==> config.mk <==
export PLATFORM = sky130hd
export DESIGN_NAME = triumph_decode_pipe
export DESIGN_NICKNAME = d
export VERILOG_FILES = /design/src/rtl/triumph_decode_pipe_pkg.sv /design/src/rtl/triumph_decode_pipe_imm_gen.sv /design/src/rtl/triumph_decode_pipe.sv
export SDC_FILE = /design/constraint.sdc
export NUM_CORES = 1
export LEC_CHECK = 0
export ABC_AREA = 1
export CORE_UTILIZATION = 43
export CTS_CLUSTER_SIZE = 28
export DETAILED_ROUTE_END_ITERATION = 7
export PLACE_DENSITY = 0.85
export SLEW_MARGIN = 20
export SYNTH_ARGS = -nofsm -noshare
export SYNTH_HDL_FRONTEND = slang
export SYNTH_HIERARCHICAL = 1
export SYNTH_SLANG_ARGS = --single-unit
==> constraint.sdc <==
create_clock -name clk_i -period 2.61 [get_ports clk_i]
set_clock_uncertainty 0.05 [all_clocks]
set_input_delay 0.522 -clock clk_i [delete_from_list [all_inputs] [get_ports clk_i]]
set_output_delay 0.522 -clock clk_i [all_outputs]
set_load 0.02 [all_outputs]
==> src/rtl/triumph_decode_pipe_pkg.sv <==
// Shared decode types and opcode constants for the triumph RV32I decode stage.
// Optional WB bypass is built in when TRIUMPH_ID_WB_BYPASS_EN is defined.
package triumph_decode_pipe_pkg;

  localparam logic [6:0] OPC_OP     = 7'b0110011;
  localparam logic [6:0] OPC_OP_IMM = 7'b0010011;
  localparam logic [6:0] OPC_LOAD   = 7'b0000011;
  localparam logic [6:0] OPC_JALR   = 7'b1100111;
  localparam logic [6:0] OPC_SYSTEM = 7'b1110011;
  localparam logic [6:0] OPC_STORE  = 7'b0100011;
  localparam logic [6:0] OPC_BRANCH = 7'b1100011;
  localparam logic [6:0] OPC_LUI    = 7'b0110111;
  localparam logic [6:0] OPC_AUIPC  = 7'b0010111;
  localparam logic [6:0] OPC_JAL    = 7'b1101111;

  typedef enum logic [2:0] {
    INSTR_R = 3'd0,
    INSTR_I = 3'd1,
    INSTR_S = 3'd2,
    INSTR_B = 3'd3,
    INSTR_U = 3'd4,
    INSTR_J = 3'd5
  } instr_type_e;

  typedef enum logic {
    ST_EMPTY = 1'b0,
    ST_FULL  = 1'b1
  } hold_state_e;

  // op_type = {alt, funct3, opcode[6:4]}
  function automatic logic [6:0] op_type_f(
    input logic [31:0] instr,
    input instr_type_e itype
  );
    logic alt;
    alt = 1'b0;
    if (itype == INSTR_R)
      alt = instr[30];
    else if (itype == INSTR_I && instr[14:12] == 3'b101)
      alt = instr[30];
    return {alt, instr[14:12], instr[6:4]};
  endfunction

endpackage

==> src/rtl/triumph_decode_pipe_imm_gen.sv <==
// Immediate generator: instruction word + format -> sign-extended XLEN
// immediate (zero for R-type).
module triumph_imm_gen
  import triumph_decode_pipe_pkg::*;
#(
  parameter int XLEN = 32
) (
  input  logic [31:0]     instr,
  input  instr_type_e     itype,
  output logic [XLEN-1:0] imm
);

  logic [31:0] imm32;
  logic        unused_opc;

  assign unused_opc = ^instr[6:0];

  always_comb begin
    imm32 = '0;
    unique case (itype)
      INSTR_I: imm32 = {{20{instr[31]}}, instr[31:20]};
      INSTR_S: imm32 = {{20{instr[31]}}, instr[31:25], instr[11:7]};
      INSTR_B: imm32 = {{19{instr[31]}}, instr[31], instr[7],
                        instr[30:25], instr[11:8], 1'b0};
      INSTR_U: imm32 = {instr[31:12], 12'b0};
      INSTR_J: imm32 = {{11{instr[31]}}, instr[31], instr[19:12],
                        instr[20], instr[30:21], 1'b0};
      default: imm32 = '0;
    endcase
  end

  assign imm = XLEN'($signed(imm32));

endmodule

==> src/rtl/triumph_decode_pipe.sv <==
// RV32I decode stage with load-use stall, flush and one held ID->EX entry.
// Define TRIUMPH_ID_WB_BYPASS_EN to forward WB data into the operands.
module triumph_decode_pipe
  import triumph_decode_pipe_pkg::*;
#(
  parameter int XLEN = 32,
  parameter int NREG = 32,
  localparam int RA_W = $clog2(NREG)
) (
  input  logic            clk_i,
  input  logic            rst_i,
  input  logic            if_valid_i,
  input  logic [31:0]     if_instr_i,
  input  logic [XLEN-1:0] if_pc_i,
  output logic            id_ready_o,
  output logic [RA_W-1:0] rf_rs1_addr_o,
  output logic [RA_W-1:0] rf_rs2_addr_o,
  input  logic [XLEN-1:0] rf_rs1_data_i,
  input  logic [XLEN-1:0] rf_rs2_data_i,
  input  logic            wb_we_i,
  input  logic [RA_W-1:0] wb_rd_i,
  input  logic [XLEN-1:0] wb_data_i,
  input  logic            ex_load_i,
  input  logic [RA_W-1:0] ex_load_rd_i,
  input  logic            flush_i,
  output logic            ex_valid_o,
  input  logic            ex_ready_i,
  output logic [XLEN-1:0] ex_pc_o,
  output logic [XLEN-1:0] ex_op1_o,
  output logic [XLEN-1:0] ex_op2_o,
  output logic [XLEN-1:0] ex_imm_o,
  output logic [RA_W-1:0] ex_rd_o,
  output logic            ex_rd_we_o,
  output logic [2:0]      ex_instr_type_o,
  output logic [6:0]      ex_op_type_o,
  output logic            ex_illegal_o
);

  typedef struct packed {
    logic [XLEN-1:0] pc;
    logic [XLEN-1:0] op1;
    logic [XLEN-1:0] op2;
    logic [XLEN-1:0] imm;
    logic [RA_W-1:0] rd;
    logic            rd_we;
    logic [2:0]      itype;
    logic [6:0]      op_type;
    logic            illegal;
  } id_ex_t;

  localparam logic [5:0] NREG6 = 6'(NREG);

  hold_state_e     state;
  id_ex_t          entry;
  id_ex_t          dec;
  instr_type_e     itype;
  logic            known;
  logic            rs1_used;
  logic            rs2_used;
  logic            rd_used;
  logic            idx_bad;
  logic            hazard;
  logic            accept;
  logic [4:0]      rs1_f;
  logic [4:0]      rs2_f;
  logic [4:0]      rd_f;
  logic [RA_W-1:0] rs1_a;
  logic [RA_W-1:0] rs2_a;
  logic [XLEN-1:0] imm;
  logic [6:0]      opc;

  assign opc   = if_instr_i[6:0];
  assign rs1_f = if_instr_i[19:15];
  assign rs2_f = if_instr_i[24:20];
  assign rd_f  = if_instr_i[11:7];
  assign rs1_a = rs1_f[RA_W-1:0];
  assign rs2_a = rs2_f[RA_W-1:0];

  assign rf_rs1_addr_o = rs1_a;
  assign rf_rs2_addr_o = rs2_a;

  always_comb begin
    itype = INSTR_R;
    known = 1'b1;
    unique case (1'b1)
      opc == OPC_OP:     itype = INSTR_R;
      opc == OPC_OP_IMM,
      opc == OPC_LOAD,
      opc == OPC_JALR,
      opc == OPC_SYSTEM: itype = INSTR_I;
      opc == OPC_STORE:  itype = INSTR_S;
      opc == OPC_BRANCH: itype = INSTR_B;
      opc == OPC_LUI,
      opc == OPC_AUIPC:  itype = INSTR_U;
      opc == OPC_JAL:    itype = INSTR_J;
      default:           known = 1'b0;
    endcase
  end

  // Unknown opcodes claim no registers, so they never stall.
  assign rs1_used = known & (itype != INSTR_U) & (itype != INSTR_J);
  assign rs2_used = known & ((itype == INSTR_R) | (itype == INSTR_S) |
                             (itype == INSTR_B));
  assign rd_used  = known & (itype != INSTR_S) & (itype != INSTR_B);

  assign idx_bad = (rs1_used & ({1'b0, rs1_f} >= NREG6)) |
                   (rs2_used & ({1'b0, rs2_f} >= NREG6)) |
                   (rd_used  & ({1'b0, rd_f}  >= NREG6));

  triumph_imm_gen #(.XLEN(XLEN)) u_imm_gen (
    .instr (if_instr_i),
    .itype (itype),
    .imm   (imm)
  );

  assign hazard = ex_load_i & (ex_load_rd_i != '0) &
                  ((rs1_used & (ex_load_rd_i == rs1_a)) |
                   (rs2_used & (ex_load_rd_i == rs2_a)));

  assign id_ready_o = !flush_i & !hazard &
                      ((state == ST_EMPTY) | ex_ready_i);
  assign accept     = if_valid_i & id_ready_o;

  always_comb begin
    dec         = '0;
    dec.pc      = if_pc_i;
    dec.imm     = imm;
    dec.itype   = itype;
    dec.op_type = op_type_f(if_instr_i, itype);
    dec.illegal = !known | (if_instr_i[1:0] != 2'b11) | idx_bad;
    dec.rd      = rd_used ? rd_f[RA_W-1:0] : '0;
    dec.rd_we   = rd_used & (rd_f != 5'd0) & !dec.illegal;
    dec.op1     = (rs1_f == 5'd0) ? '0 : rf_rs1_data_i;
    dec.op2     = (rs2_f == 5'd0) ? '0 : rf_rs2_data_i;
`ifdef TRIUMPH_ID_WB_BYPASS_EN
    if (wb_we_i && wb_rd_i == rs1_a && rs1_f != 5'd0)
      dec.op1 = wb_data_i;
    if (wb_we_i && wb_rd_i == rs2_a && rs2_f != 5'd0)
      dec.op2 = wb_data_i;
`endif
  end

`ifndef TRIUMPH_ID_WB_BYPASS_EN
  logic unused_wb;
  assign unused_wb = ^{wb_we_i, wb_rd_i, wb_data_i};
`endif

  always_ff @(posedge clk_i) begin
    if (rst_i) begin
      state <= ST_EMPTY;
      entry <= '0;
    end else if (flush_i) begin
      state <= ST_EMPTY;
    end else if (accept) begin
      state <= ST_FULL;
      entry <= dec;
    end else if (ex_ready_i) begin
      state <= ST_EMPTY;
    end
  end

  assign ex_valid_o      = (state == ST_FULL);
  assign ex_pc_o         = entry.pc;
  assign ex_op1_o        = entry.op1;
  assign ex_op2_o        = entry.op2;
  assign ex_imm_o        = entry.imm;
  assign ex_rd_o         = entry.rd;
  assign ex_rd_we_o      = entry.rd_we;
  assign ex_instr_type_o = entry.itype;
  assign ex_op_type_o    = entry.op_type;
  assign ex_illegal_o    = entry.illegal;

endmodule
# Word-level counts from Yosys, hierarchy flattened
# Index checks and enable logic that the tools add are counted.
# totals
reg_bits,146
inputBits,177
output_inout_bits,157
word_cells,80
# op_classes
n_eq_ne,23
n_mux,10
bitwise,21
reduce_logical,16
# op_table
operator,n
$pmux 32 s5,1
$mux 32,2
$eq 7x7->1 const B,4
$eq 7x6->1 const B,3
$pmux 3 s5,1
$and 1x1->1,14
$eq 7x5->1 const B,2
$eq 5x5->1,2
$logic_not 5->1,2
$reduce_bool 5->1,2
$reduce_or 10->1,1
$eq 3x3->1 const B,3
$eq 7x2->1 const B,1
$eq 3x2->1 const B,2
$ne 3x2->1 const B,2
$ne 3x3->1 const B,2
$mux 1,5
$mux 5,1
$or 1x1->1,5
$logic_not 1->1,4
$reduce_or 2->1,2
$reduce_or 4->1,1
$eq 3x1->1 const B,1
$logic_not 3->1,1
other kinds (5),6

# Logic depth before layout (Yosys ltp)
# Gate-level depths: netlist of run 1.
# depth
depth_word,15
mapped_depth,16
depth_no_buf,14

# Cells and area by module
# The synthesis of run 1 kept the hierarchy.
# modules_own_cells
module,instances,cells_per_inst,area_per_inst_um2,seq_area_each_um2
triumph_decode_pipe,1,1166,7161.9,2922.8
triumph_imm_gen,1,92,452.9,0.0

# Worst setup path after synthesis of run 1
# OpenSTA, ideal clock, no wires.
# synth_timing
kind,input to output
from,input port ex_ready_i
to,output port id_ready_o
arrival_ns,1.860
required_time_ns,2.038
setup_slack_ns,0.178
cell_stages,4
path_buffers,1
cell_sequence,inv_1 a21oi_1 clkbuf_1 a21boi_0
# synth_between
elab_chain_cells,2
# synth_rtl
item,line,text
"start, declared",triumph_decode_pipe.sv:27,"input logic ex_ready_i,"
$or 1x1->1,triumph_decode_pipe.sv:121,((state == ST_EMPTY) | ex_ready_i);
$and 1x1->1,triumph_decode_pipe.sv:120,assign id_ready_o = !flush_i & !hazard &
"end, declared",triumph_decode_pipe.sv:15,"output logic id_ready_o,"
# No other way between the ends.

==> out/results.ini, run 1 <==
[setup_path]
path_max_fanout=4
worstSetupStartpointType=input pin
cp-end-kind=output port
r2r-start=ex_valid_o
required_ps=2040
critPathKind=input pin to output port
arrival_ps=1890
startpoint=if_instr_i[6]

[job]
drv_cap=0

[logic_synthesis]
synth_edf_count=0
yosysUniqueCellTypes=27
syn_nets=1435
post_synth_and_or_nand_nor_area_fraction=0.414
ys_warn_count=6
ys_seq_area_frac=0.384
synth_top_family_by_area=simple AND/OR/NAND/NOR gates
synth_xor_area_frac=0.0115
synthMuxAreaShare=0
ys_ff_latch=146
synthArstFlopShare=0
synth_cells=1258
synth_compound_area_frac=0.00822
synth_ff_type=dfxtp_1
yosys.area_share.adder=0
postSynthAreaPerCell_sq_um=6.05
synth_area_sq_mm=0.00761

[sta]
setup_viol_count_final=0
holdWs_ps=456
hold_viol_final=0
timing.final.crit_share=0.944
relSlewSlack=0.531
rsz0062_at_grt=no
fin_crit_ps=2460
worstMarginPinSlew_ps=701
drv_slew=0
fin_ws_ps=146
clock.fmax_mhz=406
fin_tns_setup_ps=0

[power]
powerDensity_mw_per_mm2=544
power_mw=6.34
max-vdd-ir-drop_mv=0.473
leakage_nw=6.09

[grt]
use_met1=0.292
grt_pass1_vias=7609
antenna_found_initial=0
track_usage=0.253
gr-total-overflow=0
grt_util_met3=0.0860
met2_usage=0.430
grt_max_degree=54
grt_pass1_wl_mm=36.2
top_usage_layer=met2

[floorplanning]
pin_count=334
die_h_um=135
initial_utilization=0.440
dieArea_sq_mm=0.0182
rows=48
chipWidth_um=135
core_sq_mm=0.0173

[clock_network]
cts_buffers=17
tritoncts=done
cts_hold_buf=0
cts_buffer_depth=2
cts.sinks=146
cts_root_buf=clkbuf_16
insertion_delay_ps=410
cts_max_level=4
clkSlewWorstSetupHoldPaths_ps=60

[drt]
drc=0
drt_wl_total_mm=23.3
dr.pass1.iters=5
viasPerCell=4.59
wl_per_cell_um=12.9
via_count=8267
drt_iter0_markers=424
drtAntennaViolNets=0

[placement]
gp_congestion=0.876
post-place-ws_ps=-748
hpwl_mm=16.8
port_buffers=295

[finish]
mostFrequentLayoutCell=nand2_1
fin_util=0.674
diodes=0
final_nets=1740
final_cell_mix=377 x nand2_1, 287 x clkdlybuf4s50_1, 280 x nor2_1
area_growth_pct=53.1
drive_gt1_frac=0.100

[worst_hold_path]
hold_start=ex_op1_o[3]
hold_class=flop to flop

[outcome]
outcome=completed

## metal layers
layer	routed length, um	up-vias	part of all wire
li1	-	4257	-
met1	9310	3657	0.40
met2	11000	314	0.47
met3	2290	39	0.098
met4	654	0	0.028
met5	0	-	0
## repair_timing
item	in CTS	in global routing
pin swaps	10	8
endpoints found under the setup margin	1	1
resized for setup	26	5
hold endpoints to repair	0	0
buffers inserted	1	0
## report_power, final
part           total [mW]  switching [mW]  internal, mW
Combinational        1.46           0.754         0.702
Sequential           2.46          0.0755          2.38
Clock                2.42           0.992          1.43
Total                6.34            1.82          4.52
## cell usage after synthesis, types with 2 or more instances
| cell type | instances | area (sq um) |
|---|---|---|
| nand4_1 | 41 | 257 |
| nand3_2 | 2 | 20.0 |
| inv_2 | 24 | 90.1 |
| xnor2_1 | 2 | 17.5 |
| buf_2 | 12 | 60.1 |
| a21oi_1 | 3 | 15.0 |
| nor3_1 | 3 | 15.0 |
| nor2_1 | 283 | 1060 |
| o21ai_1 | 2 | 10.0 |
| nand3_1 | 49 | 245 |
| buf_6 | 17 | 191 |
| nand2_1 | 384 | 1440 |
| xor2_1 | 8 | 70.1 |
| inv_1 | 210 | 788 |
| o21ai_0 | 2 | 10.0 |
| nand2_2 | 11 | 68.8 |
| dfxtp_1 | 146 | 2920 |
| buf_1 | 6 | 22.5 |
| nor2_2 | 3 | 18.8 |
| buf_4 | 19 | 143 |
| clkbuf_1 | 25 | 93.8 |
## cell families after synthesis
| kind of cell | count (synthesis) |
|---|---|
| AO/OA/AOI/OAI | 10 |
| XOR/XNOR | 10 |
| buffers and inverters | 313 |
| flip-flops | 146 |
| AND/OR/NAND/NOR | 779 |
## final cells by class
type                            count  area, sq um
Fill cell                        1481         5640
Timing Repair Buffer              365         3620
Multi-Input combinational cell    799         3370
Sequential cell                   146         2920
Inverter                          234          881
Clock buffer                       19          443
Tap cell                          225          282
Clock inverter                     12          131
## flip-flops by register name (all words and copies together), names as in the netlist
register,cells
ex_illegal_o,1
ex_imm_o,32
ex_instr_type_o,3
ex_op1_o,32
ex_op2_o,32
ex_op_type_o,7
ex_pc_o,32
ex_rd_o,5
ex_rd_we_o,1
ex_valid_o,1
## worst paths after layout
check,endpoint,slack (ps),cells after the start
max reg2reg,ex_op1_o[5],760,7
min reg2reg,ex_op1_o[3],460,4
max,id_ready_o,150,11
min,ex_op1_o[3],460,4
## worst max-delay path, stage by stage
cell and delay [ps]:
dlygate4sd2_1 300, inv_1 140, nand2_1 80, nor2_1 120, o21ai_1 110, nand3_2 120
nand2_2 70, nand2_2 60, nand2_2 60, a21boi_2 170, buf_6 150
## through the flow
step | instances | cell area (sq um)
CTS | 1800 | 11600
detailed placement | 1768 | 11000
floorplan | 1258 | 7610
global route | 1800 | 11700
global placement | 1768 | 11000
finish | 1800 | 11700
No activity file was read; power rests on OpenSTA's default activity.
==> run 2, diff against run 1 <==
--- a/config.mk
+++ b/config.mk
@@ -6,10 +6,10 @@
 export NUM_CORES = 1
 export LEC_CHECK = 0
 export ABC_AREA = 1
-export CORE_UTILIZATION = 43
+export CORE_UTILIZATION = 39
 export CTS_CLUSTER_SIZE = 28
 export DETAILED_ROUTE_END_ITERATION = 7
-export PLACE_DENSITY = 0.85
+export PLACE_DENSITY = 0.81
 export SLEW_MARGIN = 20
 export SYNTH_ARGS = -nofsm -noshare
 export SYNTH_HDL_FRONTEND = slang
==> constraint.sdc (replaced) <==
create_clock -name clk_i -period 2.1 [get_ports clk_i]
set_clock_uncertainty 0.05 [all_clocks]
set_input_delay 0.42 -clock clk_i [delete_from_list [all_inputs] [get_ports clk_i]]
set_output_delay 0.42 -clock clk_i [all_outputs]
set_load 0.02 [all_outputs]
==> run 2 against run 1 <==
Flip-flop and latch count did not move. Die area rose by 10%. Count of clock-buffer cells in the layout did not move. Worst setup slack got worse by 97 ps. Register-to-register slack got worse by 220 ps. Critical path type unchanged. Largest cell class unchanged. Highest routed layer unchanged.
==> out/results.ini, run 2 (synthesis gave the netlist of run 1 again) <==
[setup_path]
cp-end-kind=output port
critPathKind=input pin to output port
cpPeakStageDelay_ps=170  ; -130 ps
ff2ff_setup_slack_ps=540  ; -220 ps
arrival_ps=1580  ; -310 ps
cp_common_cell=nand2_2
worstPathCellList=buf_4, inv_2, nand2_2, nor2_4, o21bai_1, nand3_2, nand2_2, nand2_1, nand2_2, a21boi_2, buf_6
worstSetupStartpointType=input pin
path_max_fanout=4  ; unchanged
worst_path_max_delay_cell=nor2_4
required_ps=1630  ; -410 ps

[outcome]
outcome=completed

[clock_network]
tritoncts=done
cts.sinks=146  ; unchanged
cts_max_level=4  ; unchanged
cts_root_buf=clkbuf_16
cts_hold_buf=0  ; unchanged
insertion_delay_ps=420  ; about the same
cts_buffers=17  ; unchanged
clkSlewWorstSetupHoldPaths_ps=70  ; about the same
cts_buffer_depth=2  ; unchanged

[drt]
drtAntennaViolNets=0  ; unchanged
dr.pass1.iters=4  ; -1
drc=0  ; unchanged
via_count=8232  ; -0.42%
drt_wl_total_mm=23.7  ; +1.6%
drt_iter0_markers=334  ; -21%
viasPerCell=4.44  ; -3.3%
wl_per_cell_um=12.8  ; -1.3%

[grt]
antenna_found_initial=0  ; unchanged
grt_max_degree=82  ; +52%
grt_pass1_wl_mm=37.0  ; +2.3%
grt_pass1_vias=7697  ; +1.2%
track_usage=0.234  ; -0.0182
gr-total-overflow=0  ; unchanged

[floorplanning]
dieArea_sq_mm=0.0201  ; +10%
chipWidth_um=142  ; +4.9%
pin_count=334  ; unchanged
core_sq_mm=0.0189  ; +9.2%
rows=50  ; +4.2%
initial_utilization=0.403  ; -0.0372
die_h_um=142  ; +4.9%

[power]
powerDensity_mw_per_mm2=671  ; +23%
pwr-share-comb=0.228  ; -0.002
power_mw=8.01  ; +26%
p_clk_frac=0.391  ; +0.009
sequentialPowerShare=0.382  ; -0.006
cellInternalPower_mw=5.68  ; +26%
netSwitchingFraction=0.291  ; +0.00403
leakage_nw=6.29  ; +3.2%
p_sw_mw=2.34  ; +28%
max-vdd-ir-drop_mv=0.515  ; +8.9%

[sta]
relSlewSlack=0.697  ; +0.167
worstMarginPinSlew_ps=454  ; -248 ps
fin_crit_ps=2050
drv_slew=0  ; unchanged
timing.final.crit_share=0.977
hold_viol_final=0  ; unchanged
holdWs_ps=278  ; -178 ps
fin_tns_setup_ps=0  ; unchanged
clock.fmax_mhz=487
setup_viol_count_final=0  ; unchanged
fin_ws_ps=48.5  ; -97.1 ps

[worst_hold_path]
hold_class=input pin to flop

[finish]
drive_gt1_frac=0.121  ; +0.0208
mostFrequentLayoutCell=nand2_1
final_nets=1757  ; +0.98%
fillerInstances=1684  ; +14%
final_cell_mix=376 x nand2_1, 278 x nor2_1, 267 x clkdlybuf4s50_1
finalInstanceArea_sq_mm=0.0119  ; +2.5%
fin_util=0.632  ; -0.0416
area_growth_pct=56.9
diodes=0  ; unchanged
fin_cells=1853  ; +2.9%

[placement]
post-place-ws_ps=-683  ; +64.8 ps
hpwl_mm=17.0  ; +0.96%
gp_congestion=0.878  ; +0.21%
port_buffers=295  ; unchanged
dp_cells=1809  ; +2.3%
dpl_cell_area_sq_mm=0.0112  ; +1.4%

[job]
drv_cap=0  ; unchanged

[run 2: metal layers]
metal  part of all wire  track usage  wire, um
met5                  0            0         0
met4              0.018       0.0900       429
met3              0.090       0.0810      2120
met2               0.48        0.399     11300
met1               0.41        0.270      9810
[run 2: critical path: cells and delay by family]
kind | cells | cell delay, ps
simple gates | 6 | 530
buf+inv | 3 | 360
compound gates | 2 | 270
[run 2: path summary, 6_finish.rpt]
| path | cells after the start | endpoint | startpoint |
|---|---|---|---|
| max | 11 | id_ready_o | if_instr_i[2] |
| min | 3 | ex_op_type_o[0] | if_instr_i[4] |
| max reg2reg | 8 | ex_imm_o[28] | ex_valid_o |
| min reg2reg | 4 | ex_op1_o[19] | ex_op1_o[19] |
[run 2: power by group through the flow]
stage / Clock [mW] / Sequential [mW] / Combinational, mW
global placement: 0 / 3.11 / 1.78
detailed placement: 0 / 3.12 / 1.81
CTS: 3.21 / 3.06 / 1.82
global route: 3.32 / 3.08 / 2.00
finish: 3.13 / 3.06 / 1.82
floorplan: 0 / 3.34 / 0.683
[run 2: area by class of cell]
| cell class | count | area [sq um] | share of cell area |
|---|---|---|---|
| timing repair buffer | 382 | 3790 | 0.317 |
| multi-input combinational | 799 | 3420 | 0.287 |
| sequential | 146 | 2920 | 0.245 |
| inverter | 234 | 881 | 0.0737 |
| clock buffer | 19 | 453 | 0.0379 |
| tap | 260 | 325 | 0.0272 |
| clock inverter | 13 | 149 | 0.0125 |
[run 2: repair_timing]
item	CTS	global route
pin swaps	13	20
setup endpoints to repair	154	135
gates resized for setup	48	36
setup buffers	5	8
endpoints found under the hold margin	0	0
==> run 3, diff against run 2 <==
--- a/config.mk
+++ b/config.mk
@@ -6,10 +6,10 @@
 export NUM_CORES = 1
 export LEC_CHECK = 0
 export ABC_AREA = 1
-export CORE_UTILIZATION = 39
+export CORE_UTILIZATION = 25
 export CTS_CLUSTER_SIZE = 28
 export DETAILED_ROUTE_END_ITERATION = 7
-export PLACE_DENSITY = 0.81
+export PLACE_DENSITY = 0.57
 export SLEW_MARGIN = 20
 export SYNTH_ARGS = -nofsm -noshare
 export SYNTH_HDL_FRONTEND = slang
==> run 3 against run 2 <==
Fmax grew 0.31%. Non-clock buffer count shrank 5. Flip-flop and latch count is the same. Utilization shrank 23 points. Routed wire length grew 8.5%. Critical path depth shrank 6. Critical path type unchanged. Largest cell class unchanged.
==> out/results.ini, run 3 (synthesis gave the netlist of run 1 again) <==
[floorplanning]
core_sq_mm=0.0298  ; +58%
chipWidth_um=177  ; +25%
pin_count=334  ; unchanged
dieArea_sq_mm=0.0312  ; +55%
die_h_um=177  ; +25%
rows=63  ; +26%
initial_utilization=0.256  ; -0.147

[placement]
hpwl_mm=18.9  ; +12%
dpl_cell_area_sq_mm=0.0113  ; +1.5%
port_buffers=295  ; unchanged
post-place-ws_ps=-991  ; -308 ps
gp_congestion=0.807  ; -8.0%

[power]
power_mw=8.03  ; +0.20%
p_clk_frac=0.391  ; about the same
p_sw_mw=2.41  ; +3.1%
pwr-share-comb=0.229  ; about the same
cellInternalPower_mw=5.62  ; -0.99%
netSwitchingFraction=0.300  ; +0.00838
powerDensity_mw_per_mm2=664  ; -1.1%
max-vdd-ir-drop_mv=0.420  ; -18%
leakage_nw=6.22  ; -1.1%
sequentialPowerShare=0.381  ; about the same

[grt]
met2_usage=0.273  ; -0.126
grt_util_met3=0.0515  ; -0.0295
antenna_found_initial=0  ; unchanged
grt_pass1_wl_mm=40.7  ; +10%
grt_max_degree=46  ; -44%
use_met1=0.209  ; -0.0612
track_usage=0.166  ; -0.0681
grt_pass1_vias=7753  ; +0.73%
gr-total-overflow=0  ; unchanged
top_usage_layer=met2

[drt]
drt_iter0_markers=352  ; +5.4%
via_count=8059  ; -2.1%
drc=0  ; unchanged
viasPerCell=4.07  ; -8.3%
wl_per_cell_um=13.0  ; +1.6%
drtAntennaViolNets=0  ; unchanged
drt_wl_total_mm=25.7  ; +8.5%
dr.pass1.iters=5  ; +1

[clock_network]
clkSlewWorstSetupHoldPaths_ps=70  ; about the same
insertion_delay_ps=410  ; about the same
cts.sinks=146  ; unchanged
cts_buffers=17  ; unchanged
cts_root_buf=clkbuf_16
cts_buffer_depth=2  ; unchanged
cts_hold_buf=0  ; unchanged
cts_max_level=4  ; unchanged
tritoncts=done

[worst_hold_path]
hold_class=input pin to flop

[sta]
timing.final.crit_share=0.974  ; -0.00302
hold_viol_final=0  ; unchanged
worstMarginPinSlew_ps=424  ; -29.5 ps
holdWs_ps=287  ; +8.59 ps
drv_slew=0  ; unchanged
rsz0062_at_grt=no
fin_crit_ps=2050  ; -6.35 ps
clock.fmax_mhz=489  ; +0.31%
setup_viol_count_final=0  ; unchanged
relSlewSlack=0.717  ; +0.0197
fin_ws_ps=54.8  ; +6.35 ps

[finish]
area_growth_pct=58.9
drive_gt1_frac=0.120  ; -0.00151
diodes=0  ; unchanged
final_cell_mix=374 x nand2_1, 278 x nor2_1, 272 x clkdlybuf4s50_1
final_nets=1752  ; -0.28%
fin_util=0.406  ; -0.226
fillerInstances=3196  ; +90%
mostFrequentLayoutCell=nand2_1
regArea_sq_mm=0.00292  ; unchanged
multi_input_area_sq_mm=0.00344  ; +0.37%
finalInstanceArea_sq_mm=0.0121  ; +1.3%

[setup_path]
critPathKind=input pin to output port
cp-end-kind=output port
arrival_ps=1580  ; about the same
path_max_fanout=2  ; -2
r2r-start=ex_valid_o
r2r-end=ex_imm_o[12]
critPathBufInv=3  ; unchanged
ff2ff_setup_slack_ps=300  ; -240 ps
cpPeakStageDelay_ps=460  ; +290 ps
worst_path_max_delay_cell=clkdlybuf4s50_1
reg2regPathDepth=7  ; -1
required_ps=1630  ; about the same
crit_family=buffers and inverters
crit_end=id_ready_o
worstSetupStartpointType=input pin
startpoint=ex_ready_i
worstPathCellList=clkdlybuf4s50_1, inv_1, a21oi_4, a21boi_4, buf_6
crit_cells=5  ; -6

[outcome]
outcome=completed

[job]
drv_cap=0  ; unchanged

==> run 3: per-stage QoR <==
stage               std cells  setup TNS (ps)
global placement         1938          -89040
global route             1978               0
CTS                      1977               0
finish                   1978               0
detailed placement       1938          -95880
floorplan                1258               0
==> run 3: timing repair <==
| item | CTS | global route |
|---|---|---|
| resized for setup | 69 | 32 |
| cloned | 0 | 0 |
| pin swaps | 21 | 22 |
| endpoints found under the hold margin | 0 | 0 |
| buffers inserted | 8 | 1 |
| endpoints found under the setup margin | 157 | 48 |
==> run 3: worst min-delay path by stage <==
stage                                  to  cells after the start     startpoint  slack [ps]
final                     ex_op_type_o[0]                      3  if_instr_i[4]         290
after floorplan                ex_valid_o                      2     ex_valid_o         500
after detailed placement      ex_op1_o[6]                      4    ex_op1_o[6]         450
after global routing      ex_op_type_o[1]                      3  if_instr_i[5]         290
after CTS                 ex_op_type_o[1]                      3  if_instr_i[5]         270
after global placement        ex_op1_o[9]                      4    ex_op1_o[9]         440
==> run 3: per-layer routing <==
metal  share of wire  vias to the layer above
met5               0                        -
met4           0.014                        0
met3           0.085                       22
met2            0.46                      251
met1            0.44                     3507
li1                -                     4279
==> run 3: worst register-to-register path, stage by stage (launching register included) <==
cell	delay, ps
dfxtp_1	340
a21oi_4	250
buf_6	330
nand3_4	160
buf_12	180
buf_12	160
nor2_1	150
nor2_1	60
==> run 3: cell type report <==
type,instances,area share
repair buffers,377,0.313
flip-flops and latches,146,0.242
clock inverters,14,0.0128
inverters,234,0.0730
well taps,390,0.0403
multi-input cells,799,0.284
clock buffers,18,0.0355
==> run 3: power by group through the flow <==
stage | clock [mW] | combinational (mW) | sequential [mW]
floorplan | 0 | 0.683 | 3.34
global placement | 0 | 1.83 | 3.11
detailed placement | 0 | 1.83 | 3.12
CTS | 3.26 | 1.84 | 3.06
global route | 3.37 | 2.03 | 3.08
finish | 3.14 | 1.84 | 3.06
